==> src/rtl/vga_capture_pkg.sv <==
// vga_capture_pkg: default 640x480@60 timing, derived totals, lock FSM states
// and the CRC-16-CCITT constants shared by the capture block and its CRC step.
package vga_capture_pkg;

    // Default timing in pixels / lines
    localparam int H_ACTIVE_DEF    = 640;
    localparam int H_FP_DEF        = 16;
    localparam int H_SYNC_DEF      = 96;
    localparam int H_BP_DEF        = 48;
    localparam int V_ACTIVE_DEF    = 480;
    localparam int V_FP_DEF        = 10;
    localparam int V_SYNC_DEF      = 2;
    localparam int V_BP_DEF        = 33;
    localparam int LOCK_FRAMES_DEF = 2;

    // Derived totals; counters are zeroed on the hsync/vsync falling edge,
    // so the first active pixel sits after sync + back porch.
    localparam int H_TOTAL_DEF = H_ACTIVE_DEF + H_FP_DEF + H_SYNC_DEF + H_BP_DEF;
    localparam int V_TOTAL_DEF = V_ACTIVE_DEF + V_FP_DEF + V_SYNC_DEF + V_BP_DEF;
    localparam int H_START_DEF = H_SYNC_DEF + H_BP_DEF;
    localparam int V_START_DEF = V_SYNC_DEF + V_BP_DEF;

    // Stream qualification states
    typedef enum logic [1:0] {
        ST_SEARCH = 2'd0,
        ST_ALIGN  = 2'd1,
        ST_LOCKED = 2'd2
    } state_e;

    // CRC-16-CCITT
    localparam logic [15:0] CRC_POLY = 16'h1021;
    localparam logic [15:0] CRC_SEED = 16'hFFFF;

endpackage

==> src/rtl/vga_crc16.sv <==
// vga_crc16: one combinational CRC-16-CCITT step over a 12-bit pixel,
// bits consumed MSB first.
module vga_crc16
    import vga_capture_pkg::*;
(
    input  logic [15:0] crc_in,
    input  logic [11:0] data,
    output logic [15:0] crc_out
);

    logic [15:0] c;

    // Twelve serial shifts unrolled into one combinational step
    always_comb begin
        c = crc_in;
        for (int i = 11; i >= 0; i--) begin
            if (c[15] ^ data[i]) begin
                c = {c[14:0], 1'b0} ^ CRC_POLY;
            end else begin
                c = {c[14:0], 1'b0};
            end
        end
        crc_out = c;
    end

endmodule

==> src/rtl/vga_capture.sv <==
// vga_capture: recovers (x, y, rgb) from a VGA hsync/vsync/RGB stream,
// qualifies it with a SEARCH/ALIGN/LOCKED state machine and, when the
// VGA_CAPTURE_CRC_EN macro is defined, computes a CRC-16 over each frame.
module vga_capture
    import vga_capture_pkg::*;
#(
    parameter int H_ACTIVE    = H_ACTIVE_DEF,
    parameter int H_FP        = H_FP_DEF,
    parameter int H_SYNC      = H_SYNC_DEF,
    parameter int H_BP        = H_BP_DEF,
    parameter int V_ACTIVE    = V_ACTIVE_DEF,
    parameter int V_FP        = V_FP_DEF,
    parameter int V_SYNC      = V_SYNC_DEF,
    parameter int V_BP        = V_BP_DEF,
    parameter int LOCK_FRAMES = LOCK_FRAMES_DEF
) (
    input  logic        clk,
    input  logic        rst,
    input  logic        pix_en,
    input  logic        hsync_in,
    input  logic        vsync_in,
    input  logic [11:0] rgb_in,
    output logic        pix_valid,
    output logic [9:0]  pix_x,
    output logic [8:0]  pix_y,
    output logic [11:0] pix_rgb,
    output logic        frame_start,
    output logic        locked,
    output logic        err,
    output logic [15:0] frame_crc,
    output logic        crc_valid
);

    localparam int H_TOTAL = H_ACTIVE + H_FP + H_SYNC + H_BP;
    localparam int V_TOTAL = V_ACTIVE + V_FP + V_SYNC + V_BP;
    localparam int H_START = H_SYNC + H_BP;
    localparam int V_START = V_SYNC + V_BP;

    localparam logic [9:0] H_LAST = 10'(H_TOTAL - 1);
    localparam logic [9:0] V_LAST = 10'(V_TOTAL - 1);
    localparam logic [9:0] H_LO   = 10'(H_START);
    localparam logic [9:0] H_HI   = 10'(H_START + H_ACTIVE - 1);
    localparam logic [9:0] V_LO   = 10'(V_START);
    localparam logic [9:0] V_HI   = 10'(V_START + V_ACTIVE - 1);
    localparam logic [2:0] GOOD_TARGET = 3'(LOCK_FRAMES);

    // Timing recovery state
    logic       hs_prev_q, vs_prev_q;
    logic       vsync_pend_q, vsync_pend_d;
    logic [9:0] h_q, h_d;
    logic [9:0] v_q, v_d;

    // Per-sample decode
    logic hs_edge, vs_edge, boundary;
    logic line_err, frame_err, any_err;
    logic active, pix_fire, first_px, last_px;

    // Lock FSM and registered outputs
    state_e      state_q;
    logic [2:0]  good_q;
    logic        locked_q, err_q;
    logic        pix_valid_q, frame_start_q;
    logic [9:0]  pix_x_q;
    logic [8:0]  pix_y_q;
    logic [11:0] pix_rgb_q;

    // Edge detection, next counter values and error/active decode.
    // Everything here describes the current sample; it only takes effect
    // when pix_en qualifies it.
    always_comb begin
        hs_edge      = ~hsync_in & hs_prev_q;
        vs_edge      = ~vsync_in & vs_prev_q;
        // A vsync edge arms the frame boundary; it lands on the next (or
        // coincident) hsync edge so lines stay whole.
        boundary     = hs_edge & (vsync_pend_q | vs_edge);
        vsync_pend_d = boundary ? 1'b0 : (vsync_pend_q | vs_edge);
        h_d          = hs_edge ? 10'd0 : h_q + 10'd1;
        if (boundary) begin
            v_d = 10'd0;
        end else if (hs_edge) begin
            v_d = v_q + 10'd1;
        end else begin
            v_d = v_q;
        end
        line_err  = hs_edge & (h_q != H_LAST);
        frame_err = boundary & (v_q != V_LAST);
        any_err   = line_err | frame_err;
        active    = (h_d >= H_LO) && (h_d <= H_HI) && (v_d >= V_LO) && (v_d <= V_HI);
        // Active pixels never coincide with an hsync edge, so gating on the
        // current state is equivalent to gating on the post-sample state.
        pix_fire  = pix_en & active & (state_q == ST_LOCKED);
        first_px  = (h_d == H_LO) && (v_d == V_LO);
        last_px   = (h_d == H_HI) && (v_d == V_HI);
    end

    // Horizontal/vertical counters and sync history; frozen while pix_en is low
    always_ff @(posedge clk or posedge rst) begin
        if (rst) begin
            hs_prev_q    <= 1'b1;
            vs_prev_q    <= 1'b1;
            vsync_pend_q <= 1'b0;
            h_q          <= 10'd0;
            v_q          <= 10'd0;
        end else if (pix_en) begin
            hs_prev_q    <= hsync_in;
            vs_prev_q    <= vsync_in;
            vsync_pend_q <= vsync_pend_d;
            h_q          <= h_d;
            v_q          <= v_d;
        end
    end

    // Lock state machine with registered locked/err outputs
    always_ff @(posedge clk or posedge rst) begin
        if (rst) begin
            state_q  <= ST_SEARCH;
            good_q   <= 3'd0;
            locked_q <= 1'b0;
            err_q    <= 1'b0;
        end else begin
            err_q <= 1'b0;
            if (pix_en) begin
                err_q <= any_err & (state_q != ST_SEARCH);
                case (state_q)
                    ST_SEARCH: begin
                        if (boundary) begin
                            state_q <= ST_ALIGN;
                            good_q  <= 3'd0;
                        end
                    end
                    ST_ALIGN: begin
                        // An error on a boundary sample wins: the frame is not counted
                        if (any_err) begin
                            state_q <= ST_SEARCH;
                        end else if (boundary) begin
                            good_q <= good_q + 3'd1;
                            if (good_q + 3'd1 == GOOD_TARGET) begin
                                state_q  <= ST_LOCKED;
                                locked_q <= 1'b1;
                            end
                        end
                    end
                    ST_LOCKED: begin
                        if (any_err) begin
                            state_q  <= ST_SEARCH;
                            locked_q <= 1'b0;
                        end
                    end
                    default: begin
                        state_q  <= ST_SEARCH;
                        locked_q <= 1'b0;
                    end
                endcase
            end
        end
    end

    // Recovered pixel outputs; coordinates/colour hold between valid pixels
    always_ff @(posedge clk or posedge rst) begin
        if (rst) begin
            pix_valid_q   <= 1'b0;
            frame_start_q <= 1'b0;
            pix_x_q       <= 10'd0;
            pix_y_q       <= 9'd0;
            pix_rgb_q     <= 12'd0;
        end else begin
            pix_valid_q   <= pix_fire;
            frame_start_q <= pix_fire & first_px;
            if (pix_fire) begin
                pix_x_q   <= h_d - H_LO;
                pix_y_q   <= 9'(v_d - V_LO);
                pix_rgb_q <= rgb_in;
            end
        end
    end

    assign pix_valid   = pix_valid_q;
    assign pix_x       = pix_x_q;
    assign pix_y       = pix_y_q;
    assign pix_rgb     = pix_rgb_q;
    assign frame_start = frame_start_q;
    assign locked      = locked_q;
    assign err         = err_q;

`ifdef VGA_CAPTURE_CRC_EN
    logic [15:0] crc_q, crc_base, crc_next, frame_crc_q;
    logic        last_q, crc_valid_q;

    // Restart from the seed on pixel (0,0) so a frame never inherits history
    assign crc_base = first_px ? CRC_SEED : crc_q;

    vga_crc16 u_crc (
        .crc_in  (crc_base),
        .data    (rgb_in),
        .crc_out (crc_next)
    );

    // Running CRC over valid pixels; published the clk after the last pixel
    always_ff @(posedge clk or posedge rst) begin
        if (rst) begin
            crc_q       <= 16'd0;
            last_q      <= 1'b0;
            frame_crc_q <= 16'd0;
            crc_valid_q <= 1'b0;
        end else begin
            last_q      <= pix_fire & last_px;
            crc_valid_q <= last_q;
            if (pix_fire) begin
                crc_q <= crc_next;
            end
            if (last_q) begin
                frame_crc_q <= crc_q;
            end
        end
    end

    assign frame_crc = frame_crc_q;
    assign crc_valid = crc_valid_q;
`else
    assign frame_crc = 16'd0;
    assign crc_valid = 1'b0;
`endif

endmodule

==> config.mk <==
export PLATFORM = sky130hd
export DESIGN_NAME = vga_capture
export DESIGN_NICKNAME = d
export VERILOG_FILES = /design/src/rtl/vga_capture_pkg.sv /design/src/rtl/vga_crc16.sv /design/src/rtl/vga_capture.sv
export SDC_FILE = /design/constraint.sdc
export NUM_CORES = 1
export LEC_CHECK = 0
export BUFFER_PORTS_ARGS = -buffer_cell sky130_fd_sc_hd__buf_4
export CORE_MARGIN = 2
export CORE_UTILIZATION = 50
export DETAILED_ROUTE_END_ITERATION = 8
export PLACE_DENSITY = 0.73
export SETUP_SLACK_MARGIN = 0.5
export SYNTH_ARGS = -nofsm -noshare
export SYNTH_HDL_FRONTEND = slang
export SYNTH_SLANG_ARGS = --single-unit
==> constraint.sdc <==
create_clock -name clk -period 10.3 [get_ports clk]
set_clock_uncertainty 0.2 [all_clocks]
set_input_delay 2.06 -clock clk [delete_from_list [all_inputs] [get_ports clk]]
set_output_delay 2.06 -clock clk [all_outputs]
set_load 0.01 [all_outputs]
---- Word-level counts from Yosys, hierarchy flattened ----
Index checks and enable logic that the tools add are counted.
storage, ports and cells
  input port bits ......................... 17
  register bits ........................... 63
operators by class
  bitwise operators ....................... 14
  multiplexer cells ....................... 20
  add/sub/neg operators ................... 5
  equal/unequal tests ..................... 14
  reduce and logical (&&, ||, !) cells .... 10
  order comparisons ....................... 4
operators by type and width
  cell                     count
  $mux W10                 3
  $add A10 B1 Y10 const B  2
  $le A10 B10 Y1 const B   2
  $ne A10 B10 Y1 const B   2
  $eq A10 B6 Y1 const B    1
  $eq A10 B8 Y1 const B    1
  $ge A10 B6 Y1 const B    1
  $ge A10 B8 Y1 const B    1
  $mux W2                  5
  $ne A2 B2 Y1 const B     5
  $reduce_and A5 Y1        2
  $sub A10 B8 Y10 const B  1
  $and A1 B1 Y1            9
  $mux W3                  3
  $sub A9 B6 Y9 const B    1
  $mux W1                  6
  $ne A3 B3 Y1 const B     2
  $pmux W2 S3              1
  $pmux W3 S2              1
  $reduce_and A6 Y1        1
  $logic_and A1 B1 Y1      4
  $reduce_bool A2 Y1       2
  $add A3 B1 Y3 const B    1
  $eq A3 B2 Y1 const B     1
  other kinds (6)          9

---- Logic depth before layout (Yosys ltp) ----
  word-level depth ........................ 11
  gate-level depth with buffers ........... 12
  gate-level depth less buffers ........... 11

---- Least setup slack after synthesis ----
Ideal clock, no wire load.
  path kind ............................... in2reg
  start point ............................. input port hsync_in
  end point ............................... register pix_rgb_q[0] (netlist: pix_rgb[0])
  cell stages on the path ................. 12
  data arrival time ....................... 4.619 ns
  data required time ...................... 9.975 ns
  path slack .............................. 5.356 ns
  cell sequence ........................... nor2b_1 clkbuf_1 clkbuf_1 nor2_1 a21oi_1 inv_1 ha_1 o31ai_1 nor3b_1 nor4_4 buf_6 mux2_4
on the way
  longest elaborated chain between the ends .. 9
  elaborated cells on any way between the ends .. 15
  classes of those cells .................. 4 x order compare; 3 x mux; 5 x bitwise; 3 x reduce/logical
ends and longest elaborated chain
  item                                              RTL line                              text
  start: declaration                                vga_capture.sv:20                     input logic hsync_in,
  $not A1 Y1 *                                      vga_capture.sv:71                     hs_edge = ~hsync_in & hs_prev_q;
  $and A1 B1 Y1 *                                   vga_capture.sv:71
  $mux W10 / $and A1 B1 Y1 (equally long branches)  vga_capture.sv:80, vga_capture.sv:75
  $mux W10 *                                        vga_capture.sv:78                     if (boundary) begin
  named net v_d[0]                                  vga_capture.sv:51                     logic [9:0] v_q, v_d;
  $ge A10 B6 Y1                                     vga_capture.sv:88                     active = (h_d >= H_LO) && (h_d <= H_HI) && (v_d >= V_LO) && (v_d <= V_HI);
  $logic_and A1 B1 Y1                               vga_capture.sv:88
  $logic_and A1 B1 Y1 *                             vga_capture.sv:88
  $and A1 B1 Y1 * (2 in series)                     vga_capture.sv:91                     pix_fire = pix_en & active & (state_q == ST_LOCKED);
  end signal: assignment                            vga_capture.sv:172                    pix_rgb_q <= rgb_in;
  end: declaration                                  vga_capture.sv:65                     logic [11:0] pix_rgb_q;
Mark *: on every way through the listed nets, which the timed path passes. The rest lies on a longest branch.
A chain may end at the register's enable or synchronous reset.

---- Final worst setup path ----
  start point ............................. input port hsync_in
  end point ............................... register pix_rgb_q[5] (netlist: pix_rgb[5])
Same word-level chain as after synthesis.

==> results.txt <==
status: finished clean
synth warn: 0
Comb power frac: 21.6%
Worst Setup End Kind: flop
most area-consuming cells after synthesis: dfrtp_1 (39%), mux2_4 (9.9%), o21ai_0 (3.9%), buf_4 (3.4%), mux2_2 (3.4%)
Global Route Usage Sum: 21.2%
Root Buffer: clkbuf_8
Hold Path Stages: 1
max_slew headroom: 47.5%
Tcrit/Tclk final: 48.0%
clock network power share: 32.8%
DR iter-0 viols: 198
switching power: 0.222 mW
initial antenna violation count: 0
RR Startpoint: vs_prev_q
Die Width: 92.7 µm
CTS tree: done
ANT nets after route: 0
Final Cell Area: 4470 µm²
grt ovf: 0
most common cell in the netlist: dfrtp_1
Cell Pwr Density: 151 nW/µm²
# nets final: 464
Syn Area/Cell: 9.90 µm²
r2r endpoint: pix_rgb[5]
routed vias/inst: 5.56
Critical Path Slowest Stage Cell: nand2b_1
io pins: 69
starting density of the core: 51.1%
setup TNS: 0 ps
EDFF count, synth: 0
full die area: 8580 µm²
largest fanout on the critical path: 19
Rows: 32
Main synth FF type: dfrtp_1
share of post-route cells with drive strength above 1: 26.9%
Required @ worst endpoint: 10340 ps
Crit Path Class: primary input to flop
Final Hold Fails: 0
clk buf depth: 2
Critical Path Source: hsync_in
worst reg2reg path depth: 10
Fin Hold WS: 313 ps
endpoints failing setup: 0
CP cell instances: buf_4, nand2b_1, nor3_1, a21oi_1, inv_1, ha_1, o31ai_1, nor3b_1, nor4_4, buf_4, mux2_4
hold buffers post-CTS: 0
First-pass DRT Iterations: 5
top cells by count, synth: dfrtp_1 (61), nand2_1 (32), o21ai_0 (31)
Max IR drop VDD: 0.0781 mV
Slew @ Worst Pin: 787 ps
first-pass GRT wire length: 14300 µm
largest net degree at the start of global routing: 64
Async SR Flop Fraction: 100%
core area: 7690 µm²
Yosys top cell by area: dfrtp_1
CTS H-tree depth: 3
RSZ-0062 raised after global routing: false
DR WL/cell: 15.0 µm
clock slew at reported path FFs: 70 ps
vias in the first global route: 2979
R2R Setup Slk: 6760 ps
chip height: 92.7 µm
CP peak stage delay: 500 ps
leakage power: 2.06 nW
crit path launch type: primary input
Seq pwr share: 45.7%
Sw Share: 33.0%
cell area after synthesis: 3930 µm²
WHS Endpoint: pix_y[8]
Clk Latency, worst-skew pair: 360 ps
setup slack after layout: 5350 ps
hold path start: pix_y[8]
post-cts sizing count: 0
total CTS buffers: 9
Int Power: 0.451 mW
dpl cell area: 4270 µm²
# diodes: 0
Sink Count: 63
worst hold path type: flop to flop
Setup WS pre-CTS: 4990 ps
dpl hpwl: 5710 µm
Vias: 3028
crit-path most repeated cell: buf_4
synth unique cells: 58
synthesized flop and latch total: 63
register area share after synthesis: 40.2%
routability cong.: 0.871
cells after synthesis: 397
Port Buffers: 51
Layout area overhead: 13.7%
total wire length: 8200 µm
Arrival @ worst endpoint: 4990 ps
share of the synthesized area in the top cell type: 38.8%
Slew Viols, Final: 0
clock period minus worst slack: 4950 ps
Max Cap Viol: 0
Peak Freq: 0.202 GHz
number of buffers added for setup after CTS: 0
drt drc: 0
## cells by family after synthesis
group / count (synthesis) / synth area share (%)
adders and majority gates: 9 / 2.87
xor gates and xnor gates: 21 / 4.68
muxes: 44 / 14.9
AOI/OAI and AO/OA: 75 / 12.1
and+or+nand+nor: 123 / 16.5
buffers and inverters: 61 / 8.69
DFF: 63 / 40.2
other: 1 / 0.0954
## stage by stage
step	power, mW	util [%]	std cells
2_1_floorplan	0.423	-	413
3_3_place_gp	0.448	55.5	529
3_5_place_dp	0.455	55.5	529
4_1_cts	0.677	58.1	545
5_1_grt	0.714	58.1	545
6_report	0.674	58.1	545
## placed cells by master (no fill, tap or decap), types with 3 or more instances in the layout
cell type / n
nor2_1: 26
and3_1: 3
nor3_1: 8
o31ai_1: 4
clkbuf_8: 10
conb_1: 17
mux2_4: 26
nor4_1: 5
a21oi_1: 13
xnor2_1: 10
nand2b_1: 5
o21ai_0: 31
mux2i_1: 6
nand4_1: 8
nand3_1: 15
xor2_1: 11
dfrtp_1: 61
nand2_1: 32
o2111ai_1: 3
inv_1: 18
or4_1: 3
or2_2: 3
mux2_2: 12
ha_1: 9
buf_4: 56
a211oi_1: 4
## area by class of cell
class	instances	area (µm²)
sequential	63	1580
fill	662	3220
inverter	19	71.3
clock buffer	12	145
tap	102	128
multi-input combinational	289	2070
clock inverter	4	55.1
timing repair buffer	56	420
## registers in the layout (all words and copies together) (netlist names), 2 cells and up
register  count
h_q          10
state_q       2
good_q        3
v_q          10
pix_y         9
pix_rgb      12
pix_x        10
## critical path: cells and delay by family
kind	cells	cell delay (ps)
mux	1	330
compound gates	2	740
buf+inv	3	430
fa+ha+maj	1	250
simple gates	4	1160
## power groups by stage
stage,clock network [mW],logic [mW],registers (mW)
floorplan,0,0.133,0.290
detailed placement,0,0.144,0.311
global route,0.236,0.165,0.313
finish,0.221,0.145,0.308
CTS,0.224,0.146,0.307
global placement,0,0.139,0.309
## how the worst max path moves through the flow
stage | slack [ps] | endpoint | depth (start not counted)
floorplan | 5360 | pix_rgb[0] | 12
global placement | 5100 | pix_x[4] | 11
detailed placement | 4990 | pix_rgb[3] | 11
CTS | 5350 | pix_rgb[5] | 11
global route | 5100 | pix_x[6] | 11
finish | 5350 | pix_rgb[5] | 11
## routing by layer
layer,global-route usage [%],up-vias,routed length [µm],share of wire (%)
met5,0,-,0,0
met4,7.84,0,157,1.9
met3,5.37,14,391,4.8
met2,34.2,87,4060,49
met1,27.8,1482,3590,44
li1,-,1445,-,-
Power figures use the tool's default switching activity.
